**src/rtl/pc_gen.sv**
```systemverilog
// Program-counter generator for the fetch stage.
// Tracks the fetch address through boot, run and halt, applies trap and
// branch redirects with trap taking priority, diverts misaligned branch
// targets to the trap vector, and counts accepted fetches.
module pc_gen #(
    parameter int unsigned          XLEN         = 32,
    parameter logic [XLEN-1:0]      RESET_VECTOR = 32'h0000_0000,
    parameter int unsigned          STEP         = 4,
    parameter int unsigned          CNT_W        = 32
) (
    input  logic             clk,
    input  logic             rst,
    input  logic             stall_i,
    input  logic             fetch_ready_i,
    output logic             fetch_valid_o,
    output logic [XLEN-1:0]  pc_o,
    output logic [XLEN-1:0]  pc_plus_o,
    input  logic             redirect_valid_i,
    input  logic [XLEN-1:0]  redirect_pc_i,
    input  logic             trap_valid_i,
    input  logic [XLEN-1:0]  trap_vector_i,
    input  logic             halt_i,
    input  logic             resume_i,
    output logic             halted_o,
    output logic             misalign_o,
    output logic [XLEN-1:0]  badaddr_o,
    output logic [CNT_W-1:0] fetch_count_o
);

    // Only 2-byte and 4-byte instruction granules exist, so the alignment
    // mask covers one or two low address bits.
    localparam logic [XLEN-1:0]  ALIGN_MASK = (STEP == 2) ? XLEN'(1) : XLEN'(3);
    localparam logic [XLEN-1:0]  STEP_INC   = XLEN'(STEP);
    localparam logic [CNT_W-1:0] CNT_ONE    = CNT_W'(1);

    typedef enum logic [1:0] {
        ST_BOOT = 2'd0,
        ST_RUN  = 2'd1,
        ST_HALT = 2'd2
    } state_e;

    state_e           state_q, state_d;
    logic [XLEN-1:0]  pc_q, pc_d;
    logic             misalign_q, misalign_d;
    logic [XLEN-1:0]  badaddr_q, badaddr_d;
    logic [CNT_W-1:0] cnt_q, cnt_d;

    logic             misaligned_s;
    logic             active_s;
    logic             accept_s;

    assign misaligned_s = (redirect_pc_i & ALIGN_MASK) != {XLEN{1'b0}};
    // Redirects and traps are honoured in RUN and HALT, never during BOOT.
    assign active_s     = (state_q == ST_RUN) || (state_q == ST_HALT);
    assign accept_s     = (state_q == ST_RUN) && fetch_ready_i && !stall_i
                          && !trap_valid_i && !redirect_valid_i;

    // Next-state, next-PC, misalign capture and counter update.
    always_comb begin
        state_d    = state_q;
        pc_d       = pc_q;
        misalign_d = 1'b0;
        badaddr_d  = badaddr_q;
        cnt_d      = cnt_q;

        case (state_q)
            ST_BOOT: state_d = ST_RUN;
            ST_RUN: begin
                if (halt_i) begin
                    state_d = ST_HALT;
                end else begin
                    state_d = ST_RUN;
                end
            end
            ST_HALT: begin
                if (resume_i) begin
                    state_d = ST_RUN;
                end else begin
                    state_d = ST_HALT;
                end
            end
            default: state_d = ST_BOOT;
        endcase

        if (active_s && trap_valid_i) begin
            pc_d = trap_vector_i & ~ALIGN_MASK;
        end else if (active_s && redirect_valid_i && misaligned_s) begin
            pc_d       = trap_vector_i & ~ALIGN_MASK;
            misalign_d = 1'b1;
            badaddr_d  = redirect_pc_i;
        end else if (active_s && redirect_valid_i) begin
            pc_d = redirect_pc_i;
        end else if (accept_s) begin
            pc_d = pc_q + STEP_INC;
        end else begin
            pc_d = pc_q;
        end

        if (accept_s) begin
            cnt_d = cnt_q + CNT_ONE;
        end else begin
            cnt_d = cnt_q;
        end
    end

    // State and datapath registers with asynchronous active-low reset.
    always_ff @(posedge clk or negedge rst) begin
        if (!rst) begin
            state_q    <= ST_BOOT;
            pc_q       <= RESET_VECTOR;
            misalign_q <= 1'b0;
            badaddr_q  <= {XLEN{1'b0}};
            cnt_q      <= {CNT_W{1'b0}};
        end else begin
            state_q    <= state_d;
            pc_q       <= pc_d;
            misalign_q <= misalign_d;
            badaddr_q  <= badaddr_d;
            cnt_q      <= cnt_d;
        end
    end

    assign fetch_valid_o = (state_q == ST_RUN);
    assign halted_o      = (state_q == ST_HALT);
    assign pc_o          = pc_q;
    assign pc_plus_o     = pc_q + STEP_INC;
    assign misalign_o    = misalign_q;
    assign badaddr_o     = badaddr_q;
    assign fetch_count_o = cnt_q;

endmodule

```
**config.mk**
```make
export PLATFORM = sky130hd
export DESIGN_NAME = pc_gen
export DESIGN_NICKNAME = d
export VERILOG_FILES = /design/src/rtl/pc_gen.sv
export SDC_FILE = /design/constraint.sdc
export NUM_CORES = 1
export LEC_CHECK = 0
export CAP_MARGIN = 30
export CORE_ASPECT_RATIO = 1.2
export CORE_UTILIZATION = 40
export DETAILED_ROUTE_END_ITERATION = 7
export PLACE_DENSITY_LB_ADDON = 0.1
export SLEW_MARGIN = 20
export SYNTH_ARGS = -nofsm -noshare
export SYNTH_HDL_FRONTEND = slang
export SYNTH_SLANG_ARGS = --single-unit
```
**constraint.sdc**
```tcl
create_clock -name clk -period 2.4 [get_ports clk]
set_clock_uncertainty 0.15 [all_clocks]
set_input_delay 0.24 -clock clk [delete_from_list [all_inputs] [get_ports clk]]
set_output_delay 0.24 -clock clk [all_outputs]
set_load 0.05 [all_outputs]
```
* Yosys cells after proc, flatten, opt, wreduce, memory -nomap -nowiden
Index checks and enable logic that the tools add are counted.
** Operators by class
- Add/subtract/negate cells :: 2
- Equal/unequal tests :: 2
- Mux-type cells :: 9
- Bitwise gates (word level) :: 1
- Reductions and logical operators :: 15
** Operators by type and width (count)
- 32-bit 2-to-1 mux :: 4
- 32-bit by 1-bit adder with 32-bit output, second input constant :: 1
- 32-bit by 3-bit adder with 32-bit output, second input constant :: 1
- 32-bit nonzero test :: 1
- 1-bit logical AND :: 7
- 2-bit one-hot mux with 3 select lines :: 1
- 2-bit 2-to-1 mux :: 2
- 4-bit nonzero test :: 1
- 1-bit zero test :: 3
- 2-bit by 1-bit == test with 1-bit output, second input constant :: 1
- 2-bit == test, second input constant :: 1
- 2-bit zero test :: 1
- 1-bit 2-to-1 mux :: 2
- 2-bit AND reduction :: 1
- 1-bit logical OR :: 1
- 1-bit NOT :: 1
** Word-level totals
- Register bits after elaboration :: 99
- Input port bits :: 72
- Output and inout bits :: 131
- Word-level logic and storage cells :: 34

* Depth between registers and ports, before layout
- Depth after elaboration :: 9
- Depth in mapped cells :: 9
- Depth with buffers taken out :: 7

* Least setup slack after synthesis
No wires, ideal clock.
- Kind :: register -> register
- From :: register pc_q[9] (netlist: pc_o[9])
- To :: register pc_q[31] (netlist: pc_o[31])
- Data arrival time :: 2803 ps
- Path slack :: -621 ps
- Cell stages (with the launch flop) :: 6
- Path buffers :: 0
- Period minus slack after synthesis :: 3021 ps
- Path through :: dfrtp_1 > and4_4 > nand4_1 > nor4_1 > xor2_1 > o221a_2
** On the way
- Cells in the longest elaborated chain, start to end :: 5
** Ends and longest elaborated chain
- start, declared :: RTL line 43 : logic [XLEN-1:0] pc_q, pc_d;
- start signal, assigned :: RTL line 116 : pc_q <= pc_d;
- 32-bit by 3-bit adder with 32-bit output
- via pc_plus_o[31] :: RTL line 17 : output logic [XLEN-1:0] pc_plus_o,
- 32-bit 2-to-1 mux :: RTL line 93 : end else if (accept_s) begin
- 32-bit 2-to-1 mux :: RTL line 91 : end else if (active_s && redirect_valid_i) begin
- 32-bit 2-to-1 mux :: RTL line 87 : end else if (active_s && redirect_valid_i && misaligned_s) begin
- 32-bit 2-to-1 mux :: RTL line 85 : if (active_s && trap_valid_i) begin
The timed path passes the listed nets, and every way through them passes these cells. The select of a mux whose other input is x is not followed.
A chain may end at the register's enable or synchronous reset.

* Worst setup path after layout
- From :: register pc_q[10] (netlist: pc_o[10])
- To :: output pc_plus_o[17]
** On the way
- Cells in the longest elaborated chain, start to end :: 1
** Ends and longest elaborated chain
- 32-bit by 3-bit adder with 32-bit output :: RTL line 126 : assign pc_plus_o = pc_q + STEP_INC;
- end, declared :: RTL line 17
Every way passes these cells.

==> metrics.json <==
{
  "placement": {
    "dpl.hpwl_um": 13170,
    "placement.io_buffers": 200,
    "gp_routability_congestion": 0.8476
  },
  "logic_synthesis": {
    "ys_ff_latch": 99,
    "synth_edf_count": 0,
    "yosysTopAreaCellShare_pct": 46.99,
    "synthesis.area_per_instance_um2": 10.02,
    "syn_inst": 526,
    "synthesis.nets": 604,
    "yosys_synthesis_warning_count": 0,
    "ys.flop_type": "dfrtp_1",
    "synth.top_cells.by_area": "dfrtp_1 (47%), mux2_2 (6.8%), xnor2_1 (6.3%)",
    "synth_top_area_cell": "dfrtp_1",
    "synth.distinct_cells": 55,
    "synthesis.area_um2": 5273,
    "synth_seq_area_share_pct": 46.99,
    "postSynth.asyncResetShare_pct": 100.0
  },
  "timing": {
    "worst-slew-pin-transition_ns": 0.5573,
    "finalHoldViolCount": 0,
    "fmax_ghz": 0.4006,
    "grt_setup_unrepaired": "yes",
    "post-route-worst-setup-slack_ns": -0.09650,
    "report.final.slew_viol_count": 0,
    "finalSetupViolations": 5,
    "timing.max_slew.rel_slack_pct": 62.73,
    "final_min_period_over_clock_period_pct": 104.0,
    "period_minus_slack_ns": 2.496,
    "final.setup.tns_ns": -0.1943
  },
  "setup_path": {
    "worst-setup-path-type": "reg -> out",
    "crit-reg2reg-launch": "pc_o[10]$_DFFE_PN0P_",
    "r2r_end": "pc_o[17]$_DFFE_PN0P_",
    "reg2reg_depth": 10,
    "worstPathArrival_ns": 2.11,
    "kind_of_end_point_of_the_critical_path": "output pin",
    "ff2ff_setup_slack_ns": 0.14,
    "timing.critical_path.fanout_max": 3,
    "start_kind": "flop",
    "critical_path_required_ns": 2.01
  },
  "clock_network": {
    "clock_tree_buffer_depth": 2,
    "cts_buffers": 9,
    "htree_levels": 3,
    "cts_root_buffer": "clkbuf_16",
    "worst_skew_pair.late_latency_ns": 0.36,
    "clk_pin_slew_ns": 0.08,
    "clock_sinks": 99,
    "clock_tree_from_tritoncts": "done"
  },
  "route": {
    "detailedRoute.firstPassIterationCount": 4,
    "ant_nets": 0,
    "top_signal_layer_used": "met4",
    "vias_per_cell": 5.445,
    "detailroute.via_count": 5314,
    "initialDrtViolationCount": 239,
    "drt-met1-wl_um": 6914,
    "detail_route.wirelength_um": 18050,
    "drcViolationCount": 0,
    "met2_length_um": 9361,
    "routed_wire_length_per_instance_um": 18.49,
    "met3_wirelength_um": 1191
  },
  "floorplan": {
    "core_region_area_um2": 12780,
    "dieArea_um2": 13650,
    "starting_utilization_of_the_core_area_pct": 41.25,
    "number_of_top_level_pins": 203,
    "fp-row-count": 45,
    "die_w_um": 106.8,
    "die_h_um": 127.8
  },
  "outcome": {
    "run_status": "finished with violations",
    "failed_checks": "negative setup slack"
  },
  "global_route": {
    "grt_first_pass_wirelength_um": 28080,
    "grt_pass1_vias": 5434,
    "antenna_found_initial": 0,
    "leftover_overflow_at_the_end_of_global_routing": 0,
    "grt_max_degree": 39,
    "grt_util_all_layers_pct": 26.98
  },
  "power_and_ir_drop": {
    "power.total_w": 0.01402,
    "vdd.ir_drop.worst_mv": 1.380,
    "p_leak_nw": 3.927,
    "power.density_cell_area_nw_per_um2": 1524
  },
  "layout": {
    "share_of_post_route_cells_with_drive_strength_above_1_pct": 32.14,
    "antenna_cells_inserted": 0,
    "area_growth_from_synthesis_to_final_layout_pct": 74.51,
    "final_cell_mix": "clkdlybuf4s50_1 (170), buf_4 (83), dfrtp_1 (73), nand2_1 (51), mux2_2 (32)",
    "layout.nets": 885,
    "layout.cells.most_common": "clkdlybuf4s50_1"
  },
  "hold_path": {
    "min_path_type": "in -> async"
  },
  "flow_run": {
    "drv.max_cap_violation_count": 0
  }
}
==> final cells by class <==
class | count | area [um^2]
fillers | 927 | 3580
multi-input cells | 396 | 3136
repair buffers | 294 | 3023
flip-flops and latches | 99 | 2510
clock buffers | 10 | 229.0
well taps | 164 | 205.2
clock inverters | 6 | 72.57
inverters | 7 | 26.28
==> synth_stat cells (2+ instances only) <==
cell type,count
o21a_1,4
a211oi_1,2
a22oi_1,10
mux2_2,32
dfrtp_1,99
clkbuf_1,14
nand4_1,13
buf_2,7
o21ai_0,25
inv_1,7
and2_1,6
xor2_1,22
o22ai_1,3
a21oi_1,22
buf_4,2
nor4_1,10
a31oi_1,3
nand2_1,57
xnor2_1,38
ha_1,6
mux2i_1,8
o311ai_0,2
and4_4,2
nand2b_1,2
nor2_1,34
or3_1,5
nor3_1,9
o221ai_1,3
and4_1,9
nor4b_1,2
and3_1,15
nand3_1,30
==> sequential cells by signal, indices dropped and copies added, names as in the netlist <==
name,count
badaddr_o,32
fetch_count_o,32
misalign_o,1
pc_o,32
state_q,2
==> critical path, cell delays in order, from the launching register on <==
cell     delay, ns
dfrtp_2       0.38
buf_6         0.10
nand4_1       0.19
nor4_4        0.31
buf_4         0.15
nand4_1       0.21
xnor2_4       0.24
buf_12        0.16
==> per-stage QoR <==
step	util, %	cells	setup WS, ns	hold WS, ns	instance area, um^2
CTS	69.95	959	-0.05746	0.1968	8940
global placement	64.99	919	0.04667	0.04341	8307
floorplan	-	526	-0.1610	-0.2056	5553
finish	71.99	976	-0.09650	0.1999	9201
detailed placement	64.99	919	-0.01110	0.04472	8307
global route	71.99	976	-0.1727	0.2354	9201
==> cell families (layout without fill, tap and decap cells) <==
kind of cell	count (synthesis)	after routing	share of synthesized area (%)
and+or+nand+nor	202	202	20.12
DFF	99	99	46.99
AOI/OAI and AO/OA	88	88	10.63
xor gates and xnor gates	60	60	9.967
muxes	40	40	8.353
buffers and inverters	31	317	2.515
adders and majority gates	6	6	1.424
==> worst max path at each step <==
stage / endpoint / cells after the start / from / slack (ns)
6_report: pc_plus_o[17] / 7 / pc_o[10]$_DFFE_PN0P_ / -0.1
5_1_grt: pc_plus_o[17] / 7 / pc_o[9]$_DFFE_PN0P_ / -0.17
4_1_cts: pc_plus_o[28] / 7 / pc_o[2]$_DFFE_PN0P_ / -0.06
3_5_place_dp: fetch_count_o[27]$_DFFE_PN0P_ / 7 / trap_valid_i / -0.01
3_3_place_gp: fetch_count_o[29]$_DFFE_PN0P_ / 7 / trap_valid_i / 0.05
2_1_floorplan: pc_o[29]$_DFFE_PN0P_ / 5 / pc_o[6]$_DFFE_PN0P_ / -0.16
==> where the power goes <==
group	total [W]	switching, W	internal (W)	leakage, nW
clock network	0.00152	0.000695	0.000823	0.144
registers	0.00278	0.000485	0.00229	1.21
logic	0.00972	0.00578	0.00394	2.57
==> repair_timing <==
item                                    CTS  global route
endpoints found under the hold margin    27             0
pin swaps                                16            18
setup buffers                            23            18
endpoints found under the setup margin   16            34
hold buffers                              1             0
resized for setup                        30            32
==> metal layers <==
metal | vias to the layer above | GRT usage [%]
met5 | - | 0
met4 | 0 | 14.18
met3 | 45 | 6.050
met2 | 205 | 46.19
met1 | 2609 | 31.46
li1 | 2455 | -
(Power assumes the default switching activity.)
